$ cat config.mk
export PLATFORM = sky130hd
export DESIGN_NAME = trng_collector_flat
export DESIGN_NICKNAME = d
export VERILOG_FILES = /design/src/rtl/trng_pkg.sv /design/src/rtl/trng_collector_if.sv /design/src/rtl/trng_vn_debias.sv /design/src/rtl/trng_collector.sv /design/src/flat_wrapper.sv
export SDC_FILE = /design/constraint.sdc
export NUM_CORES = 1
export LEC_CHECK = 0
export ABC_AREA = 1
export CAP_MARGIN = 0
export CORE_AREA = 2 2 61 63
export CTS_BUF_LIST = sky130_fd_sc_hd__clkbuf_4
export DETAILED_ROUTE_END_ITERATION = 12
export DIE_AREA = 0 0 63 65
export PLACE_DENSITY = 0.91
export SYNTH_ARGS = -nofsm -noshare
export SYNTH_HDL_FRONTEND = slang
export SYNTH_HIERARCHICAL = 1
export SYNTH_SLANG_ARGS = --single-unit
$ cat constraint.sdc
create_clock -name clk -period 2.8 [get_ports clk]
set_input_delay 0.7 -clock clk [delete_from_list [all_inputs] [get_ports clk]]
set_output_delay 0.7 -clock clk [all_outputs]
set_load 0.01 [all_outputs]
$ cat src/rtl/trng_pkg.sv
// Shared constants and width helpers for the SR-latch TRNG collector.
package trng_pkg;
  localparam int NUM_CH_DEF     = 4;
  localparam int OUT_W_DEF      = 8;
  localparam int SAMPLE_DIV_DEF = 4;
  localparam int REP_LIMIT_DEF  = 16;
  localparam int CNT_W          = $clog2(OUT_W_DEF + 1);

  function automatic int cnt_width(input int w);
    return $clog2(w + 1);
  endfunction

  // Counter width for a modulo-n counter; never narrower than one bit.
  function automatic int mod_width(input int n);
    return (n <= 1) ? 1 : $clog2(n);
  endfunction
endpackage

$ cat src/rtl/trng_collector_if.sv
// Output-side bundle of the collector: packed word, valid/read pop and health flag.
interface trng_collector_if #(parameter int OUT_W = 8);
  logic [OUT_W-1:0] data_o;
  logic             valid_o;
  logic             rd_i;
  logic             health_fail_o;

  modport master (output data_o, output valid_o, output health_fail_o, input rd_i);
  modport slave  (input data_o, input valid_o, input health_fail_o, output rd_i);
endinterface

$ cat src/rtl/trng_vn_debias.sv
// Von Neumann debiaser: pairs input bits, emits the first of a differing pair.
// Output is combinational on the second bit of a pair; pass-through when disabled.
module trng_vn_debias (
  input  logic clk,
  input  logic rst_n,
  input  logic en,
  input  logic bit_i,
  input  logic bit_vld_i,
  output logic bit_o,
  output logic bit_vld_o
);
  logic have_first;
  logic first_bit;

  always_ff @(posedge clk or negedge rst_n) begin
    if (!rst_n) begin
      have_first <= 1'b0;
      first_bit  <= 1'b0;
    end else if (!en) begin
      have_first <= 1'b0;
    end else if (bit_vld_i) begin
      if (!have_first) begin
        first_bit  <= bit_i;
        have_first <= 1'b1;
      end else begin
        have_first <= 1'b0;
      end
    end
  end

  assign bit_o     = en ? first_bit : bit_i;
  assign bit_vld_o = bit_vld_i & (~en | (have_first & (first_bit ^ bit_i)));
endmodule

$ cat src/rtl/trng_collector.sv
// Synchronises and XORs raw latch bits, samples on a strobe, health-tests, debiases
// and packs bits MSB-first into words behind a valid/read holding register.
module trng_collector
  import trng_pkg::*;
#(
  parameter int NUM_CH     = NUM_CH_DEF,
  parameter int OUT_W      = OUT_W_DEF,
  parameter int SAMPLE_DIV = SAMPLE_DIV_DEF,
  parameter int REP_LIMIT  = REP_LIMIT_DEF
) (
  input  logic              clk,
  input  logic              rst_n,
  input  logic              ena,
  input  logic [NUM_CH-1:0] raw_i,
  input  logic              test_mode,
  input  logic              test_bit_i,
  input  logic              debias_en,
  trng_collector_if.master  bus
);
  localparam int CW = cnt_width(OUT_W);
  localparam int DW = mod_width(SAMPLE_DIV);
  localparam int RW = $clog2(REP_LIMIT + 1);

  logic [NUM_CH-1:0] sync1, sync2;
  logic              raw_bit;
  logic [DW-1:0]     div_cnt;
  logic              div_last, strobe;
  logic              prev_bit, health_fail, fail_set;
  logic [RW-1:0]     run_cnt, run_next;
  logic              emit_bit, emit_vld;
  logic [OUT_W-1:0]  acc, data_q;
  logic [CW-1:0]     cnt;
  logic              valid_q, full, xfer;

  always_ff @(posedge clk or negedge rst_n) begin
    if (!rst_n) begin
      sync1 <= '0;
      sync2 <= '0;
    end else begin
      sync1 <= raw_i;
      sync2 <= sync1;
    end
  end

  assign raw_bit  = test_mode ? test_bit_i : ^sync2;
  assign div_last = (div_cnt == DW'(SAMPLE_DIV - 1));
  assign strobe   = ena & div_last;

  always_ff @(posedge clk or negedge rst_n) begin
    if (!rst_n)
      div_cnt <= '0;
    else if (ena)
      div_cnt <= div_last ? '0 : div_cnt + DW'(1);
  end

  // Repetition count runs on the raw bit, ahead of debiasing.
  always_comb begin
    run_next = RW'(1);
    if (raw_bit == prev_bit)
      run_next = (run_cnt == RW'(REP_LIMIT)) ? run_cnt : run_cnt + RW'(1);
  end

  assign fail_set = strobe & (run_next == RW'(REP_LIMIT));

  always_ff @(posedge clk or negedge rst_n) begin
    if (!rst_n) begin
      prev_bit    <= 1'b0;
      run_cnt     <= '0;
      health_fail <= 1'b0;
    end else if (strobe) begin
      prev_bit <= raw_bit;
      run_cnt  <= run_next;
      if (fail_set)
        health_fail <= 1'b1;
    end
  end

  trng_vn_debias u_debias (
    .clk       (clk),
    .rst_n     (rst_n),
    .en        (debias_en),
    .bit_i     (raw_bit),
    .bit_vld_i (strobe & ~health_fail),
    .bit_o     (emit_bit),
    .bit_vld_o (emit_vld)
  );

  assign full = (cnt == CW'(OUT_W));
  assign xfer = full & (~valid_q | bus.rd_i);

  // A failing source wipes everything on the tripping edge so no word leaks out.
  always_ff @(posedge clk or negedge rst_n) begin
    if (!rst_n) begin
      acc     <= '0;
      cnt     <= '0;
      data_q  <= '0;
      valid_q <= 1'b0;
    end else if (health_fail | fail_set) begin
      acc     <= '0;
      cnt     <= '0;
      data_q  <= '0;
      valid_q <= 1'b0;
    end else if (xfer) begin
      data_q  <= acc;
      valid_q <= 1'b1;
      cnt     <= emit_vld ? CW'(1) : '0;
      acc     <= emit_vld ? OUT_W'(emit_bit) : '0;
    end else begin
      if (emit_vld && !full) begin
        acc <= {acc[OUT_W-2:0], emit_bit};
        cnt <= cnt + CW'(1);
      end
      if (bus.rd_i && valid_q)
        valid_q <= 1'b0;
    end
  end

  assign bus.data_o        = data_q;
  assign bus.valid_o       = valid_q;
  assign bus.health_fail_o = health_fail;
endmodule

$ cat src/flat_wrapper.sv
// flat-port wrapper written by rule: the top's interface ports become plain ports
module trng_collector_flat import trng_pkg::*;
#(
  parameter int NUM_CH     = NUM_CH_DEF,
  parameter int OUT_W      = OUT_W_DEF,
  parameter int SAMPLE_DIV = SAMPLE_DIV_DEF,
  parameter int REP_LIMIT  = REP_LIMIT_DEF
)
  (clk, rst_n, ena, raw_i, test_mode, test_bit_i, debias_en, bus_data_o, bus_valid_o, bus_health_fail_o, bus_rd_i);
  trng_collector_if #(.OUT_W(OUT_W)) bus_i ();
  input  logic clk;
  input  logic rst_n;
  input  logic ena;
  input  logic [NUM_CH-1:0] raw_i;
  input  logic test_mode;
  input  logic test_bit_i;
  input  logic debias_en;
  output wire logic [$bits(bus_i.data_o)-1:0] bus_data_o;
  output wire logic [$bits(bus_i.valid_o)-1:0] bus_valid_o;
  output wire logic [$bits(bus_i.health_fail_o)-1:0] bus_health_fail_o;
  input wire logic [$bits(bus_i.rd_i)-1:0] bus_rd_i;
  assign bus_data_o = bus_i.data_o;
  assign bus_valid_o = bus_i.valid_o;
  assign bus_health_fail_o = bus_i.health_fail_o;
  assign bus_i.rd_i = bus_rd_i;
  trng_collector #(.NUM_CH(NUM_CH), .OUT_W(OUT_W), .SAMPLE_DIV(SAMPLE_DIV), .REP_LIMIT(REP_LIMIT)) u_core (.clk(clk), .rst_n(rst_n), .ena(ena), .raw_i(raw_i), .test_mode(test_mode), .test_bit_i(test_bit_i), .debias_en(debias_en), .bus(bus_i));
endmodule
# == Word level (Yosys, flattened, before mapping) ==
# Cells that the tools add are included.
# totals
regBits,40
inputBits,11
output_inout_bits,10
elab_cells,65
# classes
addsub,3
eq_ne,6
n_mux,21
n_bitwise,14
reduce_logical,9
# ops
cell,n
8-bit two-way mux,5
4-bit two-way mux,3
"5-bit equality test, second input constant",2
1-bit two-way mux,10
5-bit two-way mux,2
1-bit bitwise AND,6
3-bit nonzero test,2
"5-bit by 1-bit adder with 5-bit output, second input constant",1
"4-bit by 1-bit adder with 4-bit output, second input constant",1
"4-bit equality test, second input constant",1
1-bit NOT,4
4-bit parity,1
1-bit OR,3
3-bit AND reduction,1
"2-bit by 1-bit adder with 2-bit output, second input constant",1
"2-bit equality test, second input constant",1
1-bit logical AND,2
2-bit two-way mux,1
"2-bit by 1-bit != test with 1-bit output, second input constant",1
2-bit AND reduction,1
2-bit nonzero test,1
1-bit equality test,1
1-bit logical NOT,1
1-bit XOR,1

# == Logic depth before layout (Yosys ltp) ==
# Gate-level depths: netlist of run 1.
# depth
word_depth,10
depth_mapped,17
ltp_nobuf,17

# == Modules after synthesis ==
# The synthesis of run 1 kept the hierarchy.
# by_module_without_submodules
mod,instances,cells_per_inst,area_each_um2,seq_area_each_um2
trng_collector,1,202,1829.3,950.9
trng_vn_debias,1,18,121.4,50.0

# == Worst setup path after synthesis of run 1 ==
# Ideal clock, no wire load.
# synth_path
path_kind,input -> register
start,in test_mode
end,reg u_core.acc[4]
setup_time_ps,122
arrival_ps,2276
required_time_ps,2678
path_slack_ps,401
stages,13
path_buffers,1
path_cell_list,inv_1 > or2_2 > nand2_2 > inv_1 > nand2_1 > nand2_1 > a21oi_1 > inv_1 > nor2_1 > clkbuf_1 > nand2_1 > o21ai_0 > nor2_2
# synth_between
elab_chain_len,7
word_cells_on_any_way,13
classes_between,eq/ne (2); mux (3); bitwise (6); reduce/logical (2)
# synth_rtl
item,line,text
start: declaration,flat_wrapper.sv:15,input logic test_mode;
1-bit two-way mux,trng_collector.sv:45,assign raw_bit = test_mode ? test_bit_i : ^sync2;
named net u_core.raw_bit,trng_collector.sv:25,logic raw_bit;
1-bit XOR,trng_vn_debias.sv:32,assign bit_vld_o = bit_vld_i & (~en | (have_first & (first_bit ^ bit_i)));
1-bit bitwise AND,trng_vn_debias.sv:32,
1-bit OR,trng_vn_debias.sv:32,
1-bit bitwise AND,trng_vn_debias.sv:32,
named net u_core.emit_vld,trng_collector.sv:30,"logic emit_bit, emit_vld;"
1-bit logical AND,trng_collector.sv:109,if (emit_vld && !full) begin
3-bit nonzero test (no line),n/a,
end signal: assignment,trng_collector.sv:107,acc <= emit_vld ? OUT_W'(emit_bit) : '0;
end signal: assignment,trng_collector.sv:110,"acc <= {acc[OUT_W-2:0], emit_bit};"
end: declaration,trng_collector.sv:31,"logic [OUT_W-1:0] acc, data_q;"
# The timed path passes the listed nets, and every way through them passes these cells.
# A chain may end at the register's enable or synchronous reset.

# == Worst setup path after layout of run 1 ==
# Ends and elaborated chain as after synthesis.

==> impl_metrics.yaml, run 1 <==
timing:
  finClkSkew_ns: 0.00290
  hold_viol_final: 0
  finalSetupTns_ns: 0
  setup_viol: 0
  fin_crit_sh: 0.886
  fmax_mhz: 403
  final_max_slew_viol_count: 0
  tightest_slew_ns: 0.850
  min_period_ns: 2.48
  holdWs_ns: 0.361
  slew_headroom: 0.433
  rsz0062_at_grt: "false"
floorplanning:
  row_count: 22
  die_x_um: 63
  core-area_um2: 3500
  initial_utilization: 0.558
  dieArea_um2: 4100
  die_h_um: 65
  io_pins: 21
global_routing:
  grt_max_degree: 41
  grt_overflow: 0
  grt_pass1_vias: 1534
  grt_first_pass_wirelength_mm: 6.33
  grt_usage: 0.201
  antenna_found_initial: 0
synth:
  synth.area.top_cells: "dfrtp_1 (51%), nand2_1 (10%), inv_1 (6.2%)"
  netlist_area_um2: 1950
  synth_top_family_by_area: "simple AND/OR/NAND/NOR gates"
  yosysWarnings: 6
  synth-seq-cells: 40
  synth_xor_area_frac: 0.0180
  synthDistinctLibCells: 32
  synth_fp_nets: 236
  synth_top_area_cell: "dfrtp_1"
  syn_inst: 220
  synth-simple-area-share: 0.258
  seq_area_frac_synth: 0.513
  synth-adder-area-share: 0.0321
  synthMuxAreaShare: 0.00577
  synth_area_per_cell_um2: 8.87
  yosys.area.top_type_share: 0.513
  synth-compound-area-share: 0.0981
cts:
  insertion_delay_ns: 0.34
  cts_resized: 0
  clock_tree.root_cell: "clkbuf_4"
  cts-htree-levels: 2
  cts_hold_buf: 0
  cts_tree: "done"
  postCtsSetupBuffers: 0
  cts_buffer_depth: 2
  numCtsBuffers: 5
  clk_pin_slew_ns: 0.11
  cts_sinks: 40
routing:
  route.antenna.remaining_nets: 0
  drt-total-wl_mm: 3.50
  drc: 0
  viasPerCell: 4.98
  routedWlPerCell_um: 11.8
  drt_first_iter_violations: 79
  drt_first_pass_iters: 4
  vias: 1473
pwr:
  leakagePower_nw: 1.11
  power_density_nw_per_um2: 864
  vdd_ir_drop_max_mv: 0.529
  switchingPower_mw: 0.733
  intPower_mw: 1.24
  seqPwrFrac: 0.448
  combPwrFrac: 0.369
  swShare: 0.371
  finalPower_mw: 1.98
  clkPwrFrac: 0.182
setup_path:
  critPathLaunchType: "input pin"
  path_class: "in2reg"
  r2r-end: "u_core/acc[4]$_DFFE_PN0P_"
  cp.required_ns: 3.04
  crit_fanout: 15
  r2r-start: "u_core/sync2[1]$_DFF_PN0_"
  end_kind: "flip-flop"
  reg2reg_slack_ns: 0.69
  reg2reg_depth: 17
  worstPathArrival_ns: 2.72
min_path:
  min_to: "u_core/sync2[0]$_DFF_PN0_"
  min-delay-start: "u_core/sync1[0]$_DFF_PN0_"
  whs_path_depth: 0
  hold_class: "reg2reg"
status:
  outcome: "complete, no violations"
job:
  drv_cap: 0
placement:
  io_buffers: 20
  dp.cells: 288
  placement.cell_area_um2: 2210
  gp_congestion: 0.844
  dp_hpwl_mm: 2.56
finish:
  drive_gt1_frac: 0.137
  area_growth_pct: 17.3
  final_nets: 263
  final_cells: 296
  final_cell_area_um2: 2290
  antenna_cells: 0
==> worst max path at each step <==
stage | start | endpoint | slack, ns | cells after the start
global placement | test_mode | u_core/cnt[2]$_DFFE_PN0P_ | 0.08 | 13
finish | test_mode | u_core/acc[4]$_DFFE_PN0P_ | 0.32 | 14
floorplan | test_mode | u_core/acc[4]$_DFFE_PN0P_ | 0.40 | 13
CTS | test_mode | u_core/acc[3]$_DFFE_PN0P_ | 0.34 | 14
global route | test_mode | u_core/acc[3]$_DFFE_PN0P_ | 0.12 | 14
detailed placement | test_mode | u_core/acc[3]$_DFFE_PN0P_ | -0.02 | 14
==> cell families (layout without fill, tap and decap cells) <==
logic type                 after synthesis  in the layout
buffers and inverters                   38             66
muxes                                    1              1
DFF                                     40             40
and+or+nand+nor                         99             99
AOI/OAI and AO/OA                       33             33
xor gates and xnor gates                 4              4
adders and majority gates                5              5
==> state kept, by name (all words and copies together), names as in the netlist, 2 cells and up <==
signal / cells
u_core/acc: 8
u_core/run_cnt: 5
u_core/sync2: 4
u_core/bus.data_o: 8
u_core/div_cnt: 2
u_core/sync1: 4
u_core/cnt: 4
==> metal layers <==
metal  GRT usage  wire length (um)  part of all wire  vias up
met5           0                 0                 0        -
met4       0.111                89             0.025        0
met3      0.0538               138             0.039       10
met2       0.339              1770              0.50       28
met1       0.234              1510              0.43      685
li1            -                 -                 -      750
==> cell usage after synthesis, drive strengths merged <==
master	n
clkbuf	1
o2111ai	3
nand4	8
mux2	1
o21bai	1
nand2	57
or2	2
o21a	1
a21oi	5
o22ai	2
nor2	27
nand3	5
a41oi	1
dfrtp	40
xor2	4
buf	1
o21ai	20
ha	5
inv	34
clkinv	2
==> per-stage QoR <==
stage	setup WS [ns]	util
final	0.319	0.654
after global routing	0.115	0.654
after CTS	0.344	0.654
after detailed placement	-0.0231	0.633
after global placement	0.0812	0.633
after floorplan	0.401	-
==> critical path, cell delays in order <==
cell,delay (ns)
clkdlybuf4s50_1,0.45
inv_1,0.05
or2_2,0.30
nand2_2,0.11
inv_1,0.06
nand2_1,0.06
nand2_1,0.05
a21oi_1,0.20
inv_1,0.08
nor2_1,0.18
buf_4,0.22
nand2_1,0.07
o21ai_0,0.10
nor2_2,0.06
==> layout make-up <==
class | instances | area, um^2
inverter | 36 | 138
tap | 48 | 60.1
clock inverter | 3 | 37.5
fill | 287 | 1210
sequential | 40 | 1000
clock buffer | 5 | 37.5
timing repair buffer | 22 | 210
multi-input combinational | 142 | 803
==> cells in the final DEF (no fill, tap or decap) <==
cell and n:
nand4_1 6, dfrtp_1 40, bufinv_16 1, o22ai_1 2
nand2_4 1, buf_4 2, a41oi_1 1, nor2_2 8
a21oi_2 1, nor2_4 1, nand3_1 2, inv_1 32
o21a_1 1, o21bai_1 1, xor2_1 4, o21ai_0 19
nand2_1 53, mux2_2 1, nand4_2 2, o2111ai_1 3
clkinv_1 4, nand2_2 2, o21ai_1 1, nand2_8 1
or2_2 2, nor2_8 1, nor2_1 17, inv_2 1
nand3_2 3, clkdlybuf4s50_1 19, inv_4 1, a21oi_1 4
buf_2 1, clkbuf_4 5, ha_1 5
==> power by group through the flow <==
stage	clock network (mW)	registers, mW	logic, mW
finish	0.360	0.887	0.730
global route	0.394	0.909	0.833
detailed placement	0	0.895	0.733
floorplan	0	0.880	0.515
global placement	0	0.884	0.696
CTS	0.373	0.887	0.737
Note: power is estimated with default switching activity, not from simulation.
==> run 2: changes to the inputs <==
--- a/config.mk
+++ b/config.mk
@@ -6,12 +6,12 @@
 export NUM_CORES = 1
 export LEC_CHECK = 0
 export ABC_AREA = 1
-export CAP_MARGIN = 0
-export CORE_AREA = 2 2 61 63
+export CAP_MARGIN = 40
+export CORE_AREA = 2 2 60 62
 export CTS_BUF_LIST = sky130_fd_sc_hd__clkbuf_4
 export DETAILED_ROUTE_END_ITERATION = 12
-export DIE_AREA = 0 0 63 65
-export PLACE_DENSITY = 0.91
+export DIE_AREA = 0 0 62 64
+export PLACE_DENSITY = 0.83
 export SYNTH_ARGS = -nofsm -noshare
 export SYNTH_HDL_FRONTEND = slang
 export SYNTH_HIERARCHICAL = 1
==> constraint.sdc (replaced) <==
create_clock -name clk -period 3 [get_ports clk]
set_input_delay 0.75 -clock clk [delete_from_list [all_inputs] [get_ports clk]]
set_output_delay 0.75 -clock clk [all_outputs]
set_load 0.01 [all_outputs]
==> run 2 against run 1 <==
Clock skew up 0.0028 ns. Sequential power down 7.6%. Sequential share of layout area down 1.2 points. Clock power up 45%. Largest cell class unchanged.
==> impl_metrics.yaml, run 2 (synthesized netlist as in run 1, its figures left out) <==
status:
  outcome: "complete, no violations"
setup_path:
  worstPathArrival_ns: 2.74
  end_kind: "flip-flop"
  path_class: "in2reg"
  crit_fanout: 15
  cp.required_ns: 3.25
  critPathLaunchType: "input pin"
placement:
  dp_hpwl_mm: 2.38
  io_buffers: 20
  gp_congestion: 0.833
global_routing:
  grt_max_degree: 40
  antenna_found_initial: 0
  grt_usage: 0.204
  grt_overflow: 0
  grt_first_pass_wirelength_mm: 5.95
  grt_pass1_vias: 1353
floorplanning:
  die_h_um: 64
  dieArea_um2: 3970
  io_pins: 21
  die_x_um: 62
  initial_utilization: 0.594
  core-area_um2: 3280
  row_count: 21
cts:
  cts_sinks: 40
  clk_pin_slew_ns: 0.12
  numCtsBuffers: 5
  cts_hold_buf: 0
  cts-htree-levels: 2
  cts_resized: 0
  cts_tree: "done"
  clock_tree.root_cell: "clkbuf_4"
  postCtsSetupBuffers: 0
  cts_buffer_depth: 2
  insertion_delay_ns: 0.35
timing:
  fmax_mhz: 402
  slew_headroom: 0.722
  fin_crit_sh: 0.830
  tightest_slew_ns: 0.414
  setup_viol: 0
  finClkSkew_ns: 0.00567
  hold_viol_final: 0
  min_period_ns: 2.49
  finalSetupTns_ns: 0
  rsz0062_at_grt: "false"
  final_max_slew_viol_count: 0
routing:
  route.antenna.remaining_nets: 0
  drc: 0
  drt_first_iter_violations: 67
  vias: 1461
  viasPerCell: 4.97
  drt_first_pass_iters: 4
  routedWlPerCell_um: 11.7
  drt-total-wl_mm: 3.44
pwr:
  power_density_nw_per_um2: 867
  leakagePower_nw: 1.14
  finalPower_mw: 2.04
  vdd_ir_drop_max_mv: 0.449
finish:
  area_growth_pct: 20.5
  final_common_cell: "nand2_1"
  antenna_cells: 0
  final_nets: 263
  most-common-layout-cells: "nand2_1 (53), dfrtp_1 (40), inv_1 (32)"
  drive_gt1_frac: 0.145
job:
  drv_cap: 0
min_path:
  hold_class: "in2async"
## run 2: changes by cell type in the layout (fill, tap and decap cells not counted)
| cell | previous run | this run |
|---|---|---|
| buf_4 | 2 | 1 |
| bufinv_16 | 1 | 3 |
| buf_12 | 0 | 1 |
| clkinv_1 | 4 | 2 |
## run 2: through the flow
| step | instance area (um^2) | hold slack (ns) | worst slack (ns) | util | std cells |
|---|---|---|---|---|---|
| global route | 2350 | 0.143 | 0.285 | 0.715 | 294 |
| floorplan | 1950 | 0.331 | 0.551 | - | 220 |
| detailed placement | 2220 | 0.335 | 0.164 | 0.677 | 286 |
| CTS | 2350 | 0.159 | 0.523 | 0.715 | 294 |
| global placement | 2200 | 0.332 | 0.216 | 0.670 | 285 |
| finish | 2350 | 0.167 | 0.510 | 0.715 | 294 |
## run 2: worst paths after layout
path	start	endpoint	slack [ns]	depth (start not counted)
min in group clk	u_core/sync1[2]$_DFF_PN0_	u_core/sync2[2]$_DFF_PN0_	0.36	0
max in group asynchronous	rst_n	u_core/cnt[3]$_DFFE_PN0P_	2.45	2
max	test_mode	u_core/acc[4]$_DFFE_PN0P_	0.51	14
min	rst_n	u_core/run_cnt[2]$_DFFE_PN0P_	0.17	1
min reg2reg	u_core/sync1[2]$_DFF_PN0_	u_core/sync2[2]$_DFF_PN0_	0.36	0
max reg2reg	u_core/sync2[1]$_DFF_PN0_	u_core/acc[4]$_DFFE_PN0P_	0.91	17
## run 2: worst max-delay path, cell delays in order
cell and delay, ns:
clkdlybuf4s50_1 0.45, inv_1 0.05, or2_2 0.30, nand2_2 0.11, inv_1 0.06, nand2_1 0.05
nand2_1 0.05, a21oi_1 0.21, inv_1 0.07, nor2_1 0.19, buf_4 0.22, nand2_1 0.06
o21ai_0 0.10, nor2_2 0.06
## run 2: final cells by class
cell class / count / area [um^2]
multi-input combinational: 142 / 803
tap: 46 / 57.6
inverter: 36 / 138
clock inverter: 3 / 90.1
fill: 255 / 935
sequential: 40 / 1000
timing repair buffer: 22 / 223
clock buffer: 5 / 37.5
## run 2: where the power goes
part | internal, mW | total, mW | switching, mW | leakage [nW]
clock network | 0.343 | 0.523 | 0.180 | 0.0654
logic | 0.289 | 0.694 | 0.404 | 0.569
registers | 0.702 | 0.820 | 0.117 | 0.508
total | 1.33 | 2.04 | 0.701 | 1.14
## run 2: layer usage
layer	vias up	wire length, um	global-route usage
met5	-	0	0
met4	0	73	0.0745
met3	9	128	0.0547
met2	26	1630	0.305
met1	665	1610	0.281
li1	761	-	-
==> run 3: changes to the inputs <==
--- a/config.mk
+++ b/config.mk
@@ -7,11 +7,11 @@
 export LEC_CHECK = 0
 export ABC_AREA = 1
 export CAP_MARGIN = 40
-export CORE_AREA = 2 2 60 62
+export CORE_AREA = 2 2 65 67
 export CTS_BUF_LIST = sky130_fd_sc_hd__clkbuf_4
 export DETAILED_ROUTE_END_ITERATION = 12
-export DIE_AREA = 0 0 62 64
-export PLACE_DENSITY = 0.83
+export DIE_AREA = 0 0 67 69
+export PLACE_DENSITY = 0.75
 export SYNTH_ARGS = -nofsm -noshare
 export SYNTH_HDL_FRONTEND = slang
 export SYNTH_HIERARCHICAL = 1
==> constraint.sdc (replaced) <==
create_clock -name clk -period 2.2 [get_ports clk]
set_input_delay 0.55 -clock clk [delete_from_list [all_inputs] [get_ports clk]]
set_output_delay 0.55 -clock clk [all_outputs]
set_load 0.01 [all_outputs]
==> run 3 against run 2 <==
Sequential power is 37% higher. Sequential cell count stayed put. Core utilization is 9.5 points lower. Clock-buffer cell count is 1 higher. Setup slack worse by 0.37 ns. Largest cell class unchanged.
==> impl_metrics.yaml, run 3 (synthesized netlist as in run 1, its figures left out) <==
status:
  outcome: "complete, no violations"
finish:
  area_growth_pct: 24.6
  drive_gt1_frac: 0.213
  final_common_cell: "nand2_1"
  n_fill_cell: 336
  most-common-layout-cells: "nand2_1 (52), dfrtp_1 (40), inv_1 (30)"
  antenna_cells: 0
  final_nets: 278
pwr:
  finalPower_mw: 2.57
  seqPwrFrac: 0.435
  power_density_nw_per_um2: 1060
  swShare: 0.363
  clkPwrFrac: 0.186
  intPower_mw: 1.64
  vdd_ir_drop_max_mv: 0.719
  switchingPower_mw: 0.933
  leakagePower_nw: 1.20
  combPwrFrac: 0.379
timing:
  hold_viol_final: 0
  finClkSkew_ns: 0.0136
  tightest_slew_ns: 0.490
  slew_headroom: 0.673
  setup_slack_ns: 0.143
  fin_crit_sh: 0.935
  min_period_ns: 2.06
  fmax_mhz: 486
  setup_viol: 0
  final_max_slew_viol_count: 0
global_routing:
  grt_max_degree: 41
  grt_first_pass_wirelength_mm: 6.13
  gr-usage-met2: 0.259
  antenna_found_initial: 0
  grt_overflow: 0
  grt.met1_usage: 0.243
  grt_busiest_layer: "met2"
  grt_use_met3: 0.0392
  grt_pass1_vias: 1448
  grt_usage: 0.170
routing:
  viasPerCell: 4.74
  drt_first_pass_iters: 4
  route.antenna.remaining_nets: 0
  drt_first_iter_violations: 64
  routedWlPerCell_um: 10.5
  drc: 0
  vias: 1485
  drt-total-wl_mm: 3.28
setup_path:
  r2r-start: "u_core/sync2[0]$_DFF_PN0_"
  critPathLaunchType: "input pin"
  setup.worst_path.start: "test_mode"
  end_kind: "flip-flop"
  crit_fanout: 5
  cp.required_ns: 2.44
  worstPathArrival_ns: 2.30
  path_class: "in2reg"
floorplanning:
  initial_utilization: 0.498
  row_count: 23
  die_h_um: 69
  io_pins: 21
  dieArea_um2: 4620
  core-area_um2: 3910
  die_x_um: 67
placement:
  dp_hpwl_mm: 2.38
  gp_congestion: 0.818
  pre_cts_slack_ns: -0.354
  io_buffers: 20
cts:
  cts_hold_buf: 0
  clock_tree.root_cell: "clkbuf_4"
  cts_tree: "done"
  numCtsBuffers: 5
  clk_pin_slew_ns: 0.12
  cts_buffer_depth: 2
  cts-htree-levels: 2
  insertion_delay_ns: 0.34
  cts_sinks: 40
min_path:
  hold_class: "in2async"
job:
  drv_cap: 0
## run 3: cell count changes in the layout (fill, tap and decap cells not counted), moves of 2 or more
cell / before / now
inv_1: 32 / 30
inv_2: 1 / 3
buf_4: 1 / 16
or2_2: 2 / 0
bufinv_16: 3 / 1
or2_4: 0 / 2
## run 3: critical path, cell delays in order
cell             delay (ns)
clkdlybuf4s50_1        0.45
inv_1                  0.04
buf_4                  0.12
nand3_2                0.08
nand2_2                0.06
inv_2                  0.05
inv_1                  0.04
nand2_1                0.06
nand2_1                0.08
a21oi_2                0.20
inv_2                  0.06
nor2_4                 0.13
inv_1                  0.10
o21ai_0                0.21
nor2_2                 0.06
## run 3: timing repair
| action | 4_1_cts | 5_1_grt |
|---|---|---|
| setup buffers | 0 | 1 |
| gates resized for setup | 0 | 8 |
| endpoints found under the setup margin | 0 | 11 |
## run 3: area by class of cell
cell class	count	area, um^2	area share
clock inverters	2	35.0	0.0144
repair buffers	37	327	0.134
flip-flops and latches	40	1000	0.412
clock buffers	6	45.0	0.0185
well taps	50	62.6	0.0257
multi-input cells	142	822	0.338
inverters	36	138	0.0566
## run 3: worst paths after layout
kind	to	slack, ns	cells past startpoint
max	u_core/acc[1]$_DFFE_PN0P_	0.14	15
min	u_core/bus.valid_o$_DFFE_PN0P_	0.24	2
min reg2reg	u_core/sync2[2]$_DFF_PN0_	0.36	0
max reg2reg	u_core/acc[1]$_DFFE_PN0P_	0.34	16
min in group clk	u_core/sync2[2]$_DFF_PN0_	0.36	0
max in group asynchronous	u_core/sync2[1]$_DFF_PN0_	1.60	2
## run 3: power by group through the flow
stage | Sequential [mW] | Clock [mW] | Combinational (mW)
2_1_floorplan | 1.12 | 0 | 0.656
3_3_place_gp | 1.13 | 0 | 0.944
3_5_place_dp | 1.13 | 0 | 0.966
4_1_cts | 1.12 | 0.498 | 0.970
5_1_grt | 1.15 | 0.532 | 1.11
6_report | 1.12 | 0.478 | 0.974
## run 3: stage by stage
| stage | instance area [um^2] | utilization | TNS, ns | cells | hold slack [ns] |
|---|---|---|---|---|---|
| 2_1_floorplan | 1950 | - | 0 | 220 | 0.254 |
| 4_1_cts | 2400 | 0.614 | 0 | 312 | 0.245 |
| 5_1_grt | 2430 | 0.621 | -0.0102 | 313 | 0.275 |
| 3_3_place_gp | 2320 | 0.593 | -3.97 | 304 | 0.333 |
| 3_5_place_dp | 2320 | 0.593 | -4.33 | 304 | 0.336 |
| 6_report | 2430 | 0.621 | 0 | 313 | 0.245 |
## run 3: layer usage
metal / vias up / wire length (um)
li1: 782 / -
met3: 4 / 130
met1: 667 / 1570
met2: 32 / 1550
met4: 0 / 26
met5: - / 0
